### src/rtl/step_sequence_controller.sv
// step_sequence_controller: pattern-driven tone sequencer for the piano step
// sequencer. Holds STEPS tone-select words, times each step from a cycle
// count, and plays the pattern for a programmed number of loops
// (0 = until stopped).
// Optional build macro SEQ_GATE_EN: blank Select during the last quarter of
// every step to articulate repeated notes.
module step_sequence_controller #(
  parameter  int STEPS    = 16,
  parameter  int TONES    = 12,
  parameter  int PERIOD_W = 32,
  parameter  int LOOP_W   = 8,
  localparam int IDX_W    = $clog2(STEPS)
) (
  input  logic                Clock,
  input  logic                nReset,
  input  logic                nStart,
  input  logic                nStop,
  input  logic [PERIOD_W-1:0] Period,
  input  logic [LOOP_W-1:0]   Loops,
  input  logic                WrEn,
  input  logic [IDX_W-1:0]    WrAddr,
  input  logic [TONES-1:0]    WrData,
  output logic [TONES-1:0]    Select,
  output logic                Step,
  output logic [IDX_W-1:0]    StepIdx,
  output logic                Play,
  output logic                Done
);

  typedef enum logic [1:0] {S_IDLE, S_PLAY, S_DONE} state_t;

  state_t                       state_q, state_d;
  logic                         nstart_q;
  logic [PERIOD_W-1:0]          period_q, period_d;
  logic [LOOP_W-1:0]            loops_q, loops_d;
  logic [PERIOD_W-1:0]          cnt_q, cnt_d;
  logic [LOOP_W-1:0]            ldone_q, ldone_d;
  logic [IDX_W-1:0]             idx_q, idx_d;
  logic [TONES-1:0]             sel_q, sel_d;
  logic                         step_q, step_d;
  logic                         play_q, play_d;
  logic                         done_q, done_d;
  logic [STEPS-1:0][TONES-1:0]  pattern_q;

  logic                         start_req;
  logic [PERIOD_W-1:0]          period_clamp;
  logic                         boundary;
  logic                         last_step;
  logic [LOOP_W-1:0]            ldone_inc;
  logic                         finish;
  logic [IDX_W-1:0]             ld_idx;
  logic [TONES-1:0]             ld_word;

  // Falling edge of the registered start button; a held level never retriggers.
  assign start_req    = nstart_q & ~nStart;
  assign period_clamp = (Period < PERIOD_W'(2)) ? PERIOD_W'(2) : Period;
  assign boundary     = (cnt_q == '0);
  assign last_step    = (idx_q == IDX_W'(STEPS - 1));
  assign ldone_inc    = ldone_q + LOOP_W'(1);
  assign finish       = last_step && (loops_q != '0) && (ldone_inc == loops_q);

  // Word loaded at a step boundary; a same-cycle write to that slot wins.
  assign ld_idx  = (state_q == S_PLAY) ? idx_q + IDX_W'(1) : '0;
  assign ld_word = (WrEn && (WrAddr == ld_idx)) ? WrData : pattern_q[ld_idx];

  // State register.
  always_ff @(posedge Clock) begin
    if (!nReset) state_q <= S_IDLE;
    else         state_q <= state_d;
  end

  // Next-state logic; stop always wins over a coincident boundary.
  always_comb begin
    state_d = state_q;
    case (state_q)
      S_IDLE: if (start_req && nStop) state_d = S_PLAY;
      S_PLAY: begin
        if (!nStop)                  state_d = S_IDLE;
        else if (boundary && finish) state_d = S_DONE;
      end
      S_DONE:  state_d = S_IDLE;
      default: state_d = S_IDLE;
    endcase
  end

  // Output / datapath next values, registered below.
  always_comb begin
    period_d = period_q;
    loops_d  = loops_q;
    cnt_d    = cnt_q;
    ldone_d  = ldone_q;
    idx_d    = idx_q;
    sel_d    = sel_q;
    step_d   = 1'b0;
    play_d   = play_q;
    done_d   = 1'b0;
    case (state_q)
      S_IDLE: begin
        play_d = 1'b0;
        sel_d  = '0;
        idx_d  = '0;
        if (start_req && nStop) begin
          period_d = period_clamp;
          loops_d  = Loops;
          cnt_d    = period_clamp - PERIOD_W'(1);
          ldone_d  = '0;
          sel_d    = ld_word;
          step_d   = 1'b1;
          play_d   = 1'b1;
        end
      end
      S_PLAY: begin
        if (!nStop) begin
          play_d = 1'b0;
          sel_d  = '0;
          idx_d  = '0;
          cnt_d  = '0;
        end else if (boundary) begin
          if (last_step) ldone_d = ldone_inc;
          if (finish) begin
            done_d = 1'b1;
            play_d = 1'b0;
            sel_d  = '0;
            idx_d  = '0;
            cnt_d  = '0;
          end else begin
            idx_d  = ld_idx;
            sel_d  = ld_word;
            step_d = 1'b1;
            cnt_d  = period_q - PERIOD_W'(1);
          end
        end else begin
          cnt_d = cnt_q - PERIOD_W'(1);
        end
      end
      default: begin
        play_d = 1'b0;
        sel_d  = '0;
        idx_d  = '0;
      end
    endcase
  end

  // Datapath and registered outputs.
  always_ff @(posedge Clock) begin
    if (!nReset) begin
      nstart_q <= 1'b1;
      period_q <= '0;
      loops_q  <= '0;
      cnt_q    <= '0;
      ldone_q  <= '0;
      idx_q    <= '0;
      sel_q    <= '0;
      step_q   <= 1'b0;
      play_q   <= 1'b0;
      done_q   <= 1'b0;
    end else begin
      nstart_q <= nStart;
      period_q <= period_d;
      loops_q  <= loops_d;
      cnt_q    <= cnt_d;
      ldone_q  <= ldone_d;
      idx_q    <= idx_d;
      sel_q    <= sel_d;
      step_q   <= step_d;
      play_q   <= play_d;
      done_q   <= done_d;
    end
  end

  // Pattern store, one write-enabled word per step.
  for (genvar s = 0; s < STEPS; s++) begin : g_pat
    always_ff @(posedge Clock) begin
      if (!nReset)                              pattern_q[s] <= '0;
      else if (WrEn && (WrAddr == IDX_W'(s)))   pattern_q[s] <= WrData;
    end
  end

`ifdef SEQ_GATE_EN
  assign Select = (cnt_q < (period_q >> 2)) ? '0 : sel_q;
`else
  assign Select = sel_q;
`endif
  assign Step    = step_q;
  assign StepIdx = idx_q;
  assign Play    = play_q;
  assign Done    = done_q;

endmodule

### config.mk
export PLATFORM = sky130hd
export DESIGN_NAME = step_sequence_controller
export DESIGN_NICKNAME = d
export VERILOG_FILES = /design/src/rtl/step_sequence_controller.sv
export SDC_FILE = /design/constraint.sdc
export NUM_CORES = 1
export LEC_CHECK = 0
export BUFFER_PORTS_ARGS = -buffer_cell sky130_fd_sc_hd__buf_2
export CAP_MARGIN = 15
export CORE_MARGIN = 2
export CORE_UTILIZATION = 26
export CTS_CLUSTER_DIAMETER = 30
export DETAILED_ROUTE_END_ITERATION = 6
export MAX_ROUTING_LAYER = met4
export PLACE_DENSITY_LB_ADDON = 0.12
export SLEW_MARGIN = 20
export SYNTH_ARGS = -nofsm -noshare
export SYNTH_HDL_FRONTEND = slang
export SYNTH_SLANG_ARGS = --single-unit
### constraint.sdc
create_clock -name Clock -period 4.7 [get_ports Clock]
set_input_delay 0.47 -clock Clock [delete_from_list [all_inputs] [get_ports Clock]]
set_output_delay 0.47 -clock Clock [all_outputs]
set_load 0.05 [all_outputs]
==> impl_metrics.ini <==
[global_routing]
grt_pass1_vias = 13500
grt_antenna_before_repair = 2
largest_net_degree_at_the_start_of_global_routing = 138
grt_use_total_pct = 18.7
gr-total-overflow = 0
global_route_wire_length_before_repair_um = 83400

[route]
average_via_count_per_standard_cell = 4.99
routed.top_layer = met4
finalWirelength_um = 54600
met2_wirelength_um = 24000
wl_met3_um = 3070
wl_per_cell_um = 19.6
drc_errors = 0
drt_iter0_drcs = 999
drt_pre_antenna_iters = 5
vias_after_detailed_routing = 13900
drtAntennaViolNets = 0
wl_met1_um = 26500

[placed_design]
routabilityCongestion = 0.860
detailed_place_hpwl_um = 35600
dpl_cell_area_um2 = 16100
port_buffers = 79

[clock_network]
clk_pin_slew_ps = 40
cts-root-buf = sky130_fd_sc_hd__clkbuf_16
clk_path_buf_depth = 3
post-cts-setup-buffer-count = 0
cts_tree = done
postCtsResizedCells = 0
ctsHoldBuffers = 0
clk_latency_ps = 640
numCtsBuffers = 90
cts-htree-levels = 3
numClockSinks = 294

[floorplanning]
coreArea_um2 = 56500
total_die_area_um2 = 59200
io_pins = 80
die_h_um = 243
chip_width_um = 243
starting_utilization_of_the_core_area_pct = 26.3
floorplan.rows = 87

[worst_setup_path]
worstPathArrival_ps = 3910
timing.critical_path.to_type = flip-flop
cp_startpoint_kind = input pin
slowest_stage = sky130_fd_sc_hd__or4_1
critPathRequiredTime_ps = 5130
cp_max_fo = 10
crit_chain = buf_2 -> nor3_1 -> nand4_1 -> or4_1 -> nand2_1 -> ha_1 -> nand3_1 -> nor3_1 -> nand3_1 -> xnor2_1 -> o21ai_0 -> a31oi_1
crit_path_max_incr_delay_ps = 630
timing_worst_setup_path_type = in2reg

[synthesis]
synth_area_um2 = 14900
synthCells = 1892
synth.yosys.seq_area_share_pct = 39.5
synth-edff-count = 0
mappedNetlistNets = 1958
netlist_cell_types = 66
async_reset_ff_share_pct = 0
synthFlopType = sky130_fd_sc_hd__dfxtp_1
synth-seq-cells = 294
syn_avg_cell_area_um2 = 7.87
synth.yosys.warnings = 0

[power_and_ir_drop]
p_leak_nw = 7.30
cellPowerDensity_nw_per_um2 = 499
vdd_drop_max_mv = 0.266
total_power_w = 0.00962

[timing]
timing.final.max_slew_violations = 0
sum_neg_setup_slack_ps = 0
post-route-min-period_ps = 3470
grt_setup_unrepaired = no
fmax_mhz = 288
max_slew.worst_pin.slew_ps = 1020
fin_worst_skew_ps = 85.7
final_hold_vio_count = 0
slew-limit-headroom_pct = 31.8
fin_crit_sh_pct = 73.9
final_setup_violations = 0

[layout]
area_growth_syn_to_layout_pct = 29.6
layout.cells.most_common_list = 372 x sky130_fd_sc_hd__nand2_1, 293 x sky130_fd_sc_hd__dfxtp_1, 188 x sky130_fd_sc_hd__nor2_1
final_design_area_no_fill_um2 = 19300
finish.net_count = 2025
mostFrequentLayoutCell = sky130_fd_sc_hd__nand2_1
final_layout_size_suffix_gt1_share_pct = 15.8

[min_path]
timing.hold.worst.class = in2reg

[run_status]
status = finished clean

[run]
timing.max_cap.violations = 0
-- kinds of logic after synthesis --
family	synth area share [%]
compound gates	17.9
xor+xnor	5.12
fa+ha+maj	0.420
mux	8.14
buf+inv	4.15
simple gates	24.8
flops	39.5
-- metrics by stage --
stage / cells / hold WS (ps) / utilization (%) / worst slack, ps
CTS: 2788 / 50.2 / 34.1 / 1260
floorplan: 1892 / 432 / - / 1250
detailed placement: 2623 / 443 / 28.4 / 633
global route: 2790 / 65.7 / 34.1 / 982
global placement: 2623 / 436 / 28.4 / 643
finish: 2790 / 83.0 / 34.1 / 1230
-- state kept, by name, indices dropped and copies added, names as in the netlist --
name and flops:
Done 1, Play 1, Select 12, Step 1, StepIdx 4, cnt_q 32, ldone_q 8, loops_q 8
nstart_q 1, pattern_q 192, period_q 32, state_q 2
-- final timing paths --
kind                               from                          to  slack (ps)  cells after the start
min                            Loops[5]     loops_q[5]$_SDFFE_PN0P_          80                      3
max reg2reg      cnt_q[21]$_SDFFE_PN0P_      Select[8]$_SDFFE_PN0P_        1430                      7
min reg2reg  pattern_q[91]$_SDFFE_PN0P_  pattern_q[91]$_SDFFE_PN0P_         440                      2
max                          Period[24]      cnt_q[30]$_SDFFE_PN0P_        1230                     12
-- report_power, final --
| part | switching (W) | leakage (nW) | internal (W) |
|---|---|---|---|
| Sequential | 0.0000638 | 2.38 | 0.00257 |
| Combinational | 0.000463 | 3.35 | 0.000254 |
| Clock | 0.00184 | 1.57 | 0.00443 |
-- final cells by class --
cell class / count / area [um2]
antenna: 2 / 5.00
fill: 5878 / 37200
sequential: 294 / 5890
timing repair buffer: 122 / 768
tap: 756 / 946
clock buffer: 122 / 2540
clock inverter: 43 / 689
multi-input combinational: 1441 / 8410
inverter: 10 / 45.0
-- synthesized netlist by cell type (3+ instances only) --
cell                       count  area (um2)
sky130_fd_sc_hd__a211oi_1     45         338
sky130_fd_sc_hd__a21o_1       17         128
sky130_fd_sc_hd__a21oi_1     176         881
sky130_fd_sc_hd__a22oi_1      21         158
sky130_fd_sc_hd__a31oi_1      50         313
sky130_fd_sc_hd__and2_1       13        81.3
sky130_fd_sc_hd__and3_1       14        87.6
sky130_fd_sc_hd__and3b_1       3        26.3
sky130_fd_sc_hd__buf_1        14        52.6
sky130_fd_sc_hd__buf_2         4        20.0
sky130_fd_sc_hd__buf_6         3        33.8
sky130_fd_sc_hd__clkbuf_1    125         469
sky130_fd_sc_hd__dfxtp_1     294        5890
sky130_fd_sc_hd__ha_1          5        62.6
sky130_fd_sc_hd__inv_1         9        33.8
sky130_fd_sc_hd__mux2_2        4        45.0
sky130_fd_sc_hd__mux2i_1     113        1130
sky130_fd_sc_hd__nand2_1     374        1400
sky130_fd_sc_hd__nand2b_1     18         113
sky130_fd_sc_hd__nand3_1      36         180
sky130_fd_sc_hd__nand3b_1      9        67.6
sky130_fd_sc_hd__nand4_1      11        68.8
sky130_fd_sc_hd__nor2_1      189         709
sky130_fd_sc_hd__nor2b_1      35         219
sky130_fd_sc_hd__nor3_1       35         175
sky130_fd_sc_hd__nor3b_1       9        67.6
sky130_fd_sc_hd__nor4_1       27         169
sky130_fd_sc_hd__nor4b_1       3        26.3
sky130_fd_sc_hd__o211a_1       8        80.1
sky130_fd_sc_hd__o211ai_1      3        22.5
sky130_fd_sc_hd__o21ai_0      30         150
sky130_fd_sc_hd__o221a_2      21         236
sky130_fd_sc_hd__o221ai_1      5        43.8
sky130_fd_sc_hd__o22ai_1      14        87.6
sky130_fd_sc_hd__o31ai_1       4        30.0
sky130_fd_sc_hd__or2_2         7        43.8
sky130_fd_sc_hd__or3_1        11        68.8
sky130_fd_sc_hd__or4_1        13        97.6
sky130_fd_sc_hd__xnor2_1      51         447
sky130_fd_sc_hd__xor2_1       36         315
-- per-layer routing --
metal  GRT usage (%)  vias to the layer above
met2            27.7                      360
met5               -                        -
met1            25.7                     6706
met4            5.23                        0
li1                -                     6799
met3            3.80                       71
-- worst max-delay path, delay by kind of cell --
kind	cells	cell delay [ps]
adders and majority gates	1	250
and+or+nand+nor	7	2600
xor gates and xnor gates	1	150
AOI/OAI and AO/OA	2	290
buffers and inverters	1	120
No activity file was read; power rests on OpenSTA's default activity.
